===== src/rtl/memory_s_sp_arbiter_2_if.sv =====
// Bundle between the arbiter, its two client engines and the single-port SRAM.
// slave = arbiter view; master = clients plus the SRAM macro.
interface memory_s_sp_arbiter_2_if #(
  parameter int addr_width = 12,
  parameter int data_width = 8
);
  logic                  a_request;
  logic                  a_write;
  logic [addr_width-1:0] a_address;
  logic [data_width-1:0] a_write_data;
  logic                  a_ack;
  logic                  a_read_data_valid;

  logic                  b_request;
  logic                  b_write;
  logic [addr_width-1:0] b_address;
  logic [data_width-1:0] b_write_data;
  logic                  b_ack;
  logic                  b_read_data_valid;

  logic [data_width-1:0] read_data;
  logic                  init_done;

  logic                  sram_read;
  logic                  sram_write;
  logic [addr_width-1:0] sram_address;
  logic [data_width-1:0] sram_write_data;
  logic [data_width-1:0] sram_read_data;

  modport slave (
    input  a_request, a_write, a_address, a_write_data,
    input  b_request, b_write, b_address, b_write_data,
    input  sram_read_data,
    output a_ack, a_read_data_valid, b_ack, b_read_data_valid,
    output read_data, init_done,
    output sram_read, sram_write, sram_address, sram_write_data
  );

  modport master (
    output a_request, a_write, a_address, a_write_data,
    output b_request, b_write, b_address, b_write_data,
    output sram_read_data,
    input  a_ack, a_read_data_valid, b_ack, b_read_data_valid,
    input  read_data, init_done,
    input  sram_read, sram_write, sram_address, sram_write_data
  );
endinterface


===== src/rtl/memory_s_sp_arbiter_2.sv =====
// Two-port round-robin front end for a single-port SRAM, with an optional
// post-reset zero fill. Read data returns one cycle after the read ack.
module memory_s_sp_arbiter_2 #(
  parameter int addr_width     = 12,
  parameter int data_width     = 8,
  parameter int clear_on_reset = 1
) (
  input  logic                     int_clock,
  input  logic                     int_reset,
  memory_s_sp_arbiter_2_if.slave   bus
);

  typedef enum logic {ST_CLEAR, ST_RUN} state_t;

  localparam logic   PORT_A    = 1'b0;
  localparam logic   PORT_B    = 1'b1;
  localparam state_t RST_STATE = (clear_on_reset != 0) ? ST_CLEAR : ST_RUN;

  state_t                state_q, state_d;
  logic [addr_width-1:0] clear_count_q, clear_count_d;
  logic                  last_grant_q, last_grant_d;
  logic                  init_done_q, init_done_d;
  logic [1:0]            vld_q, vld_d;

  // Per-requester views, index 0 = A, 1 = B
  logic [1:0]                 req, wr, gnt;
  logic [1:0][addr_width-1:0] addr;
  logic [1:0][data_width-1:0] wdata;
  logic                       sel;

  logic                  sram_read_c, sram_write_c;
  logic [addr_width-1:0] sram_address_c;
  logic [data_width-1:0] sram_write_data_c;

  assign req   = {bus.b_request, bus.a_request};
  assign wr    = {bus.b_write, bus.a_write};
  assign addr  = {bus.b_address, bus.a_address};
  assign wdata = {bus.b_write_data, bus.a_write_data};

  always_comb begin
    state_d           = state_q;
    clear_count_d     = clear_count_q;
    last_grant_d      = last_grant_q;
    init_done_d       = init_done_q;
    gnt               = '0;
    sel               = PORT_A;
    sram_read_c       = 1'b0;
    sram_write_c      = 1'b0;
    sram_address_c    = addr[PORT_A];
    sram_write_data_c = wdata[PORT_A];

    case (state_q)
      ST_CLEAR: begin
        sram_write_c      = 1'b1;
        sram_address_c    = clear_count_q;
        sram_write_data_c = '0;
        clear_count_d     = clear_count_q + 1'b1;
        if (&clear_count_q) begin
          state_d     = ST_RUN;
          init_done_d = 1'b1;
        end
      end
      ST_RUN: begin
        init_done_d = 1'b1;
        // Grants wait for init_done so the no-fill build still has one idle cycle
        if (init_done_q) begin
          if (req[PORT_A] && (!req[PORT_B] || last_grant_q == PORT_B))
            gnt[PORT_A] = 1'b1;
          else if (req[PORT_B])
            gnt[PORT_B] = 1'b1;
          sel = gnt[PORT_B];
          if (|gnt) begin
            last_grant_d      = sel;
            sram_write_c      = wr[sel];
            sram_read_c       = !wr[sel];
            sram_address_c    = addr[sel];
            sram_write_data_c = wdata[sel];
          end
        end
      end
    endcase

    if (int_reset) begin
      gnt          = '0;
      sram_read_c  = 1'b0;
      sram_write_c = 1'b0;
    end

    vld_d = gnt & ~wr;
  end

  always_ff @(posedge int_clock or posedge int_reset) begin
    if (int_reset) begin
      state_q       <= RST_STATE;
      clear_count_q <= '0;
      last_grant_q  <= PORT_B;
      init_done_q   <= 1'b0;
      vld_q         <= '0;
    end else begin
      state_q       <= state_d;
      clear_count_q <= clear_count_d;
      last_grant_q  <= last_grant_d;
      init_done_q   <= init_done_d;
      vld_q         <= vld_d;
    end
  end

  assign bus.a_ack             = gnt[PORT_A];
  assign bus.b_ack             = gnt[PORT_B];
  assign bus.a_read_data_valid = vld_q[PORT_A];
  assign bus.b_read_data_valid = vld_q[PORT_B];
  assign bus.read_data         = bus.sram_read_data;
  assign bus.init_done         = init_done_q;
  assign bus.sram_read         = sram_read_c;
  assign bus.sram_write        = sram_write_c;
  assign bus.sram_address      = sram_address_c;
  assign bus.sram_write_data   = sram_write_data_c;

endmodule


===== src/flat_wrapper.sv =====
// flat-port wrapper written by rule: the top's interface ports become plain ports
module memory_s_sp_arbiter_2_flat 
#(
  parameter int addr_width     = 12,
  parameter int data_width     = 8,
  parameter int clear_on_reset = 1
)
  (int_clock, int_reset, bus_a_request, bus_a_write, bus_a_address, bus_a_write_data, bus_b_request, bus_b_write, bus_b_address, bus_b_write_data, bus_sram_read_data, bus_a_ack, bus_a_read_data_valid, bus_b_ack, bus_b_read_data_valid, bus_read_data, bus_init_done, bus_sram_read, bus_sram_write, bus_sram_address, bus_sram_write_data);
  memory_s_sp_arbiter_2_if #(.addr_width(addr_width), .data_width(data_width)) bus_i ();
  input  logic int_clock;
  input  logic int_reset;
  input wire logic [$bits(bus_i.a_request)-1:0] bus_a_request;
  input wire logic [$bits(bus_i.a_write)-1:0] bus_a_write;
  input wire logic [$bits(bus_i.a_address)-1:0] bus_a_address;
  input wire logic [$bits(bus_i.a_write_data)-1:0] bus_a_write_data;
  input wire logic [$bits(bus_i.b_request)-1:0] bus_b_request;
  input wire logic [$bits(bus_i.b_write)-1:0] bus_b_write;
  input wire logic [$bits(bus_i.b_address)-1:0] bus_b_address;
  input wire logic [$bits(bus_i.b_write_data)-1:0] bus_b_write_data;
  input wire logic [$bits(bus_i.sram_read_data)-1:0] bus_sram_read_data;
  output wire logic [$bits(bus_i.a_ack)-1:0] bus_a_ack;
  output wire logic [$bits(bus_i.a_read_data_valid)-1:0] bus_a_read_data_valid;
  output wire logic [$bits(bus_i.b_ack)-1:0] bus_b_ack;
  output wire logic [$bits(bus_i.b_read_data_valid)-1:0] bus_b_read_data_valid;
  output wire logic [$bits(bus_i.read_data)-1:0] bus_read_data;
  output wire logic [$bits(bus_i.init_done)-1:0] bus_init_done;
  output wire logic [$bits(bus_i.sram_read)-1:0] bus_sram_read;
  output wire logic [$bits(bus_i.sram_write)-1:0] bus_sram_write;
  output wire logic [$bits(bus_i.sram_address)-1:0] bus_sram_address;
  output wire logic [$bits(bus_i.sram_write_data)-1:0] bus_sram_write_data;
  assign bus_i.a_request = bus_a_request;
  assign bus_i.a_write = bus_a_write;
  assign bus_i.a_address = bus_a_address;
  assign bus_i.a_write_data = bus_a_write_data;
  assign bus_i.b_request = bus_b_request;
  assign bus_i.b_write = bus_b_write;
  assign bus_i.b_address = bus_b_address;
  assign bus_i.b_write_data = bus_b_write_data;
  assign bus_i.sram_read_data = bus_sram_read_data;
  assign bus_a_ack = bus_i.a_ack;
  assign bus_a_read_data_valid = bus_i.a_read_data_valid;
  assign bus_b_ack = bus_i.b_ack;
  assign bus_b_read_data_valid = bus_i.b_read_data_valid;
  assign bus_read_data = bus_i.read_data;
  assign bus_init_done = bus_i.init_done;
  assign bus_sram_read = bus_i.sram_read;
  assign bus_sram_write = bus_i.sram_write;
  assign bus_sram_address = bus_i.sram_address;
  assign bus_sram_write_data = bus_i.sram_write_data;
  memory_s_sp_arbiter_2 #(.addr_width(addr_width), .data_width(data_width), .clear_on_reset(clear_on_reset)) u_core (.int_clock(int_clock), .int_reset(int_reset), .bus(bus_i));
endmodule

===== config.mk =====
export PLATFORM = sky130hd
export DESIGN_NAME = memory_s_sp_arbiter_2_flat
export DESIGN_NICKNAME = d
export VERILOG_FILES = /design/src/rtl/memory_s_sp_arbiter_2_if.sv /design/src/rtl/memory_s_sp_arbiter_2.sv /design/src/flat_wrapper.sv
export SDC_FILE = /design/constraint.sdc
export NUM_CORES = 1
export LEC_CHECK = 0
export BUFFER_PORTS_ARGS = -buffer_cell sky130_fd_sc_hd__buf_2
export CAP_MARGIN = 0
export CORE_MARGIN = 8
export CORE_UTILIZATION = 46
export CTS_BUF_LIST = sky130_fd_sc_hd__clkbuf_2
export DETAILED_ROUTE_END_ITERATION = 8
export PLACE_DENSITY = 0.87
export REMOVE_ABC_BUFFERS = 1
export SLEW_MARGIN = 20
export SYNTH_ARGS = -nofsm -noshare
export SYNTH_HDL_FRONTEND = slang
export SYNTH_SLANG_ARGS = --single-unit

===== constraint.sdc =====
create_clock -name int_clock -period 2.65 [get_ports int_clock]
set_input_delay 0.53 -clock int_clock [delete_from_list [all_inputs] [get_ports int_clock]]
set_output_delay 0.53 -clock int_clock [all_outputs]
set_load 0.01 [all_outputs]

=== Word-level counts from Yosys, hierarchy flattened ===
Index checks and enable logic that the tools add are counted.

* Register bits after elaboration: 17
* Input port bits: 54
* Output and inout bits: 35

* $add $sub $neg: 1
* $lt $le $gt $ge: 1
* Equal/unequal tests: 1
* Multiplexer cells: 34
* Bitwise operators: 3
* Reduce and logical (&&, ||, !) cells: 7

{| class="wikitable"
|+ Operators with widths
! kind !! number
|-
| 12-bit 2-to-1 mux || 4
|-
| 8-bit 2-to-1 mux || 4
|-
| 12-bit case mux with 2 select lines || 1
|-
| 1-bit 2-to-1 mux || 19
|-
| 8-bit case mux with 2 select lines || 1
|-
| 12-bit by 1-bit adder with 12-bit output (second input constant) || 1
|-
| 12-bit AND reduction || 1
|-
| 2-bit 2-to-1 mux || 3
|-
| 1-bit case mux with 2 select lines || 2
|-
| 3-bit AND reduction || 1
|-
| 2-bit bitwise AND || 1
|-
| 1-bit zero test || 2
|-
| 1-bit by 2-bit < comparator with 1-bit output (second input constant) || 1
|-
| 2-bit by 1-bit != test with 1-bit output (second input constant) || 1
|-
| 2-bit inverter || 1
|-
| 2-bit OR reduction || 1
|-
| 1-bit logical AND || 1
|-
| 1-bit logical OR || 1
|-
| 1-bit inverter || 1
|}

=== Depth between registers and ports, before layout ===
Gate-level depths: netlist of the first run.

* Depth in word-level cells: 13
* Mapped depth: 5

=== Least setup slack after synthesis of the first run ===
No wires, ideal clock.

* Path type: in2out
* Start: input bus_b_request
* End: output bus_sram_address[10]
* Arrival: 1.266 ns
* Data required time: 2.120 ns
* Slack: 0.854 ns
* Cell stages on the path: 4
* Cells stage by stage: a21boi_2 -> buf_2 -> nand3_1 -> a31oi_1

* Longest elaborated chain between the ends: 11
* Elaborated cells between the ends (all ways): 16
* Classes of those cells: 12 x mux; 4 x reduce/logical

{| class="wikitable"
|+ RTL lines
! what !! line !! RTL
|-
| start: declaration || flat_wrapper.sv:16 || <nowiki>input wire logic [$bits(bus_i.b_request)-1:0] bus_b_request;</nowiki>
|-
| 1-bit zero test || memory_s_sp_arbiter_2.sv:67 || <nowiki>if (req[PORT_A] && (!req[PORT_B] || last_grant_q == PORT_B))</nowiki>
|-
| 1-bit logical OR || memory_s_sp_arbiter_2.sv:67 ||
|-
| 1-bit logical AND || memory_s_sp_arbiter_2.sv:67 ||
|-
| 1-bit 2-to-1 mux || memory_s_sp_arbiter_2.sv:67 ||
|-
| 1-bit 2-to-1 mux || memory_s_sp_arbiter_2.sv:66 || <nowiki>if (init_done_q) begin</nowiki>
|-
| 1-bit 2-to-1 mux || memory_s_sp_arbiter_2.sv:52 || <nowiki>case (state_q)</nowiki>
|-
| 12-bit 2-to-1 mux (implied by the code) (2 in a row) || memory_s_sp_arbiter_2.sv:76 || <nowiki>sram_address_c = addr[sel];</nowiki>
|-
| 12-bit 2-to-1 mux * || memory_s_sp_arbiter_2.sv:72 || <nowiki>if (|gnt) begin</nowiki>
|-
| 12-bit 2-to-1 mux * || memory_s_sp_arbiter_2.sv:66 ||
|-
| 12-bit case mux with 2 select lines * || memory_s_sp_arbiter_2.sv:52 ||
|-
| end: declaration || flat_wrapper.sv:29 || <nowiki>output wire logic [$bits(bus_i.sram_address)-1:0] bus_sram_address;</nowiki>
|}

Every way passes the cells marked *; elsewhere a longest branch is shown, timed or not. The select of a mux whose other input is x is not followed.

=== Worst setup path in the final report of the first run ===
* Start: register u_core.state_q
* End: output bus_sram_write_data[3]

* Longest elaborated chain between the ends: 2

{| class="wikitable"
|+ RTL lines
! what !! line !! RTL
|-
| start: declaration || memory_s_sp_arbiter_2.sv:19 || <nowiki>state_t state_q, state_d;</nowiki>
|-
| start signal: assignment || memory_s_sp_arbiter_2.sv:100 || <nowiki>state_q <= state_d;</nowiki>
|-
| 1-bit inverter || memory_s_sp_arbiter_2.sv:52 ||
|-
| 8-bit case mux with 2 select lines * || memory_s_sp_arbiter_2.sv:52 ||
|-
| end: declaration || flat_wrapper.sv:30 || <nowiki>output wire logic [$bits(bus_i.sram_write_data)-1:0] bus_sram_write_data;</nowiki>
|}

Every way passes the cells marked *; elsewhere a longest branch is shown, timed or not.

==> results of run 1 <==
cell usage after synthesis (2+ instances only):
library cell / n / area share, %
a21oi_1: 8 / 3.1
a31oi_1: 12 / 5.8
a32oi_1: 2 / 1.3
buf_2: 6 / 2.3
buf_4: 8 / 4.6
clkbuf_1: 6 / 1.7
dfrtp_1: 16 / 31
inv_1: 4 / 1.2
nand2_1: 8 / 2.3
nand3_1: 24 / 9.2
nand4_1: 2 / 0.96
nor2_1: 16 / 4.6
nor3_1: 7 / 2.7
nor4_1: 2 / 0.96
o21ai_0: 21 / 8.1
xnor2_1: 3 / 2.0
xor2_1: 8 / 5.4
per-layer routing:
metal,GRT usage [%],vias up,routed length (um)
li1,-,716,-
met1,17.39,639,1571
met2,25.72,63,1902
met3,7.010,4,336
met4,3.645,0,25
met5,0,-,0
final cells by class:
class,instances,area [um2]
clock buffer,3,15.01
clock inverter,1,5.005
fill,265,1090
inverter,5,18.77
multi-input combinational,125,734.5
sequential,17,426.7
tap,31,38.79
timing repair buffer,78,405.4
through the flow:
step	cells	hold WS [ns]
2_1_floorplan	147	0.4559
3_3_place_gp	256	0.4815
3_5_place_dp	256	0.4811
4_1_cts	260	0.2635
5_1_grt	260	0.2539
6_report	260	0.2537
sequential cells by signal, indices dropped and copies added, names as in the netlist:
signal                count
u_core.clear_count_q     12
u_core.bus.init_done      1
u_core.vld_q              2
u_core.last_grant_q       1
u_core.state_q            1
logic make-up (layout without fill, tap and decap cells):
kind of cell    count (synthesis)  after routing  share of synthesized area, %
simple gates                   64             64                         25.34
mux                             1              1                        0.8637
xor+xnor                       11             11                         7.390
flops                          17             17                         32.73
compound gates                 48             48                         21.79
buf+inv                        26             87                         10.94
fa+ha+maj                       1              1                        0.9595
power groups by stage:
stage	clock network, mW	logic [mW]	registers (mW)
2_1_floorplan	0	0.0250	0.266
3_3_place_gp	0	0.0703	0.267
3_5_place_dp	0	0.0712	0.267
4_1_cts	0.125	0.0717	0.262
5_1_grt	0.138	0.0797	0.262
6_report	0.125	0.0712	0.262
how the worst min path moves through the flow:
stage,start,endpoint,slack [ns],depth (start not counted)
after global placement,u_core.clear_count_q[10],u_core.clear_count_q[10],0.48,1
after global routing,int_reset,u_core.vld_q[0],0.25,3
final,int_reset,u_core.vld_q[1],0.25,3
after detailed placement,u_core.clear_count_q[10],u_core.clear_count_q[10],0.48,1
after CTS,int_reset,u_core.vld_q[0],0.26,3
after floorplan,int_reset,u_core.bus.init_done,0.46,1
worst min-delay path, stage by stage:
cell and delay [ns]:
buf_2 0.13, inv_1 0.08, buf_4 0.24
==> impl_metrics.env, run 1 <==
export IMPL_outcome="finished clean"
export IMPL_finalHoldViolCount=0
export IMPL_drive_gt1_share_pct=38.86
export IMPL_num_antenna_cells=0
export IMPL_num_vias=1422
export IMPL_max_freq_ghz=0.4061
export IMPL_worstSetupPathType="reg -> out"
export IMPL_vias_per_cell=5.469
export IMPL_synth_async_reset_ratio_pct=100.0
export IMPL_crit_path_cell_trace="clkinv_1, a21oi_1, buf_2"
export IMPL_hold_class="in -> async"
export IMPL_finalSetupTns_ns=0
export IMPL_port_buffers=72
export IMPL_first_pass_iters=4
export IMPL_netlist_area_um2=1304
export IMPL_die_w_um=69.24
export IMPL_gp_congestion=0.8277
export IMPL_io_pins=89
export IMPL_post_place_ws_ns=0.5762
export IMPL_dpl_hpwl_um=2948
export IMPL_ys_ff_latch=17
export IMPL_r2r_setup_slack_ns=0.98
export IMPL_postCtsSetupRepairBufs=0
export IMPL_cts_sinks=17
export IMPL_most_common_layout_cells="buf_2, nand3_1, o21ai_0, nor2_1, dfrtp_1"
export IMPL_crit_start="u_core.state_q"
export IMPL_die_h_um=69.24
export IMPL_rsz0062_at_grt="false"
export IMPL_final_util_pct=60.14
export IMPL_cap_violations=0
export IMPL_reg2regPathDepth=4
export IMPL_cts_root_buf="clkbuf_2"
export IMPL_setup_viol=0
export IMPL_drc=0
export IMPL_ys_types=32
export IMPL_grt_pass1_wl_um=6451
export IMPL_die_area_um2=4793
export IMPL_fin_ws_ns=0.1873
export IMPL_num_rows=19
export IMPL_antenna_found_initial=0
export IMPL_cts_tree="done"
export IMPL_ys_flop_type="dfrtp_1"
export IMPL_cpPeakStageDelay_ns=0.79
export IMPL_crit_arrival_ns=1.93
export IMPL_vdd_drop_max_uv=276.8
export IMPL_drtAntennaViolNets=0
export IMPL_switching_power_uw=128.5
export IMPL_synth_edf_count=0
export IMPL_cp_top_family="flip-flops"
export IMPL_clkLatencyLatePin_ns=0.32
export IMPL_power_density_nw_per_um2=278.9
export IMPL_switching_share_pct=28.02
export IMPL_cp_slowest_cell="dfrtp_1"
export IMPL_drt_iter0_drc=86
export IMPL_worst_pin_slew_ns=0.6370
export IMPL_grt_max_degree=26
export IMPL_grt_overflow=0
export IMPL_nets=285
export IMPL_comb_power_share_pct=15.5
export IMPL_path_buf_inv=2
export IMPL_power_uw=458.5
export IMPL_syn_avg_cell_area_um2=7.760
export IMPL_power_leakage_nw=0.8275
export IMPL_slew_headroom_pct=57.53
export IMPL_area_delta_synth_final_pct=26.10
export IMPL_hold_buffers=0
export IMPL_crit_cells=3
export IMPL_cts_buffers=3
export IMPL_placed_cell_area_um2=1624
export IMPL_maxSlewViolCount=0
export IMPL_ys_seq_area_share_pct=32.73
export IMPL_min_period_over_period_pct=92.93
export IMPL_reg2reg_from="u_core.state_q"
export IMPL_skew_ns=0.02333
export IMPL_clock_path_buffers=2
export IMPL_required_ns=2.12
export IMPL_cts_htree_levels=1
export IMPL_yosysWarnings=0
export IMPL_power_frac_seq_pct=57.2
export IMPL_track_usage_pct=15.41
export IMPL_design_area_um2=1644
export IMPL_p_clk_share_pct=27.3
export IMPL_crit_end="bus_sram_write_data[3]"
export IMPL_rr_endpoint="u_core.clear_count_q[7]"
export IMPL_initial_utilization_pct=47.69
export IMPL_crit_path_start_kind="flip-flop"
export IMPL_fin_crit_ns=2.463
export IMPL_wire_per_inst_um=14.76
export IMPL_ctsResizeCount=0
export IMPL_core_area_um2=2734
export IMPL_internal_power_uw=330.0
export IMPL_syn_inst=168
export IMPL_path_max_fanout=20
export IMPL_worstSetupEndpointType="output pin"
export IMPL_drt_total_wl_um=3837
export IMPL_clk_pin_slew_ns=0.19
export IMPL_grt_pass1_vias=1399
export IMPL_layout_commonest_cell="buf_2"
(Power assumes the default switching activity.)
==> run 2: changes to the inputs <==
CORE_ASPECT_RATIO = 0.9   (was default)
==> impl_metrics.env, run 2 (synthesis results as in run 1) <==
export IMPL_io_pins=89
export IMPL_drt_total_wl_um=4195
export IMPL_final_util_pct=60.19
export IMPL_initial_utilization_pct=47.84
export IMPL_core_area_um2=2725
export IMPL_setup_viol=0
export IMPL_die_h_um=66.51
export IMPL_min_period_over_period_pct=88.03
export IMPL_most_common_layout_cells="buf_2, nand3_1, o21ai_0, nor2_1, dfrtp_1"
export IMPL_finalSetupTns_ns=0
export IMPL_finalHoldViolCount=0
export IMPL_drt_iter0_drc=59
export IMPL_power_frac_seq_pct=57.8
export IMPL_drive_gt1_share_pct=38.33
export IMPL_grt_overflow=0
export IMPL_worst_pin_slew_ns=0.5374
export IMPL_drtAntennaViolNets=0
export IMPL_p_clk_share_pct=26.4
export IMPL_cts_htree_levels=1
export IMPL_internal_power_uw=328.8
export IMPL_largest_registers="u_core.clear_count_q x12, u_core.vld_q x2"
export IMPL_hold_buffers=0
export IMPL_first_pass_iters=4
export IMPL_skew_ns=0.01608
export IMPL_cts_root_buf="clkbuf_2"
export IMPL_use_met2_pct=30.74
export IMPL_drc=0
export IMPL_comb_power_share_pct=15.8
export IMPL_area_delta_synth_final_pct=25.82
export IMPL_rsz0062_at_grt="false"
export IMPL_clkLatencyLatePin_ns=0.31
export IMPL_die_area_um2=4796
export IMPL_largest_reg_flops=12
export IMPL_n_fill_cell=275
export IMPL_vias_per_cell=5.551
export IMPL_ctsResizeCount=0
export IMPL_required_ns=2.12
export IMPL_worstSetupEndpointType="output pin"
export IMPL_crit_path_start_kind="flip-flop"
export IMPL_maxSlewViolCount=0
export IMPL_gp_congestion=0.8036
export IMPL_outcome="finished clean"
export IMPL_crit_arrival_ns=1.80
export IMPL_cts_buffers=3
export IMPL_clock_path_buffers=2
export IMPL_max_freq_ghz=0.4287
export IMPL_nets=283
export IMPL_switching_share_pct=27.46
export IMPL_hold_class="in -> async"
export IMPL_grt_pass1_vias=1575
export IMPL_layout_commonest_cell="buf_2"
export IMPL_fin_crit_ns=2.333
export IMPL_postCtsSetupRepairBufs=0
export IMPL_clk_pin_slew_ns=0.18
export IMPL_path_max_fanout=22
export IMPL_antenna_found_initial=0
export IMPL_track_usage_pct=17.79
export IMPL_grt_use_met3_pct=7.046
export IMPL_die_w_um=72.12
export IMPL_power_leakage_nw=0.8171
export IMPL_num_antenna_cells=0
export IMPL_port_buffers=72
export IMPL_grt_pass1_wl_um=6913
export IMPL_worstSetupPathType="reg -> out"
export IMPL_dpl_hpwl_um=3230
export IMPL_num_rows=18
export IMPL_grt_busiest_layer="met2"
export IMPL_power_density_nw_per_um2=276.3
export IMPL_wire_per_inst_um=15.71
export IMPL_grt_use_met1_pct=18.45
export IMPL_switching_power_uw=124.4
export IMPL_cts_tree="done"
export IMPL_cts_sinks=17
export IMPL_vdd_drop_max_uv=185.7
export IMPL_slew_headroom_pct=64.13
export IMPL_cap_violations=0
export IMPL_top_register="u_core.clear_count_q"
export IMPL_grt_max_degree=26
export IMPL_num_vias=1482
## run 2: cell types whose count changed in the layout (fill, tap and decap cells not counted)
cell   before  now
buf_4       6    4
## run 2: layer usage
metal	part of all wire, %	routed length (um)	vias to the layer above
met5	0	0	-
met4	3.0	126	0
met3	10	418	13
met2	47	1960	80
met1	40	1690	674
li1	-	-	715
## run 2: worst paths after layout
check | start | end | slack, ns | cells after the start
min in group int_clock | bus_a_write | u_core.vld_q[0] | 0.39 | 2
min | int_reset | u_core.vld_q[1] | 0.26 | 3
min reg2reg | u_core.clear_count_q[10] | u_core.clear_count_q[10] | 0.53 | 1
max in group asynchronous | int_reset | u_core.last_grant_q | 2.11 | 3
max | u_core.last_grant_q | bus_sram_address[3] | 0.32 | 4
max reg2reg | u_core.state_q | u_core.clear_count_q[11] | 1.08 | 4
## run 2: power groups by stage
stage / Clock, mW / Sequential, mW / Combinational [mW]
after floorplan: 0 / 0.266 / 0.0250
after global placement: 0 / 0.266 / 0.0682
after detailed placement: 0 / 0.267 / 0.0716
after CTS: 0.124 / 0.262 / 0.0718
after global routing: 0.132 / 0.262 / 0.0794
final: 0.119 / 0.262 / 0.0718
## run 2: layout make-up
class | count | area [um2] | area share [%]
Clock buffer | 3 | 15.01 | 0.9153
Multi-Input combinational cell | 125 | 734.5 | 44.78
Timing Repair Buffer | 76 | 390.4 | 23.80
Inverter | 5 | 18.77 | 1.144
Clock inverter | 1 | 5.005 | 0.3051
Tap cell | 40 | 50.05 | 3.051
Sequential cell | 17 | 426.7 | 26.01
## run 2: through the flow
stage	total power [mW]	cells	hold WS, ns	worst slack [ns]	cell area, um2
2_1_floorplan	0.2914	147	0.4559	0.6256	1180
3_3_place_gp	0.3347	263	0.4855	0.5234	1620
3_5_place_dp	0.3382	263	0.4986	0.4504	1620
4_1_cts	0.4580	267	0.2587	0.3251	1640
5_1_grt	0.4738	267	0.2698	0.2058	1640
6_report	0.4532	267	0.2628	0.3171	1640
## run 2: worst max-delay path, cell delays in order, from the launching register on
cell and delay (ns):
dfstp_2 0.59, a21bo_2 0.39, o21ai_0 0.17, a31oi_1 0.20, buf_2 0.16
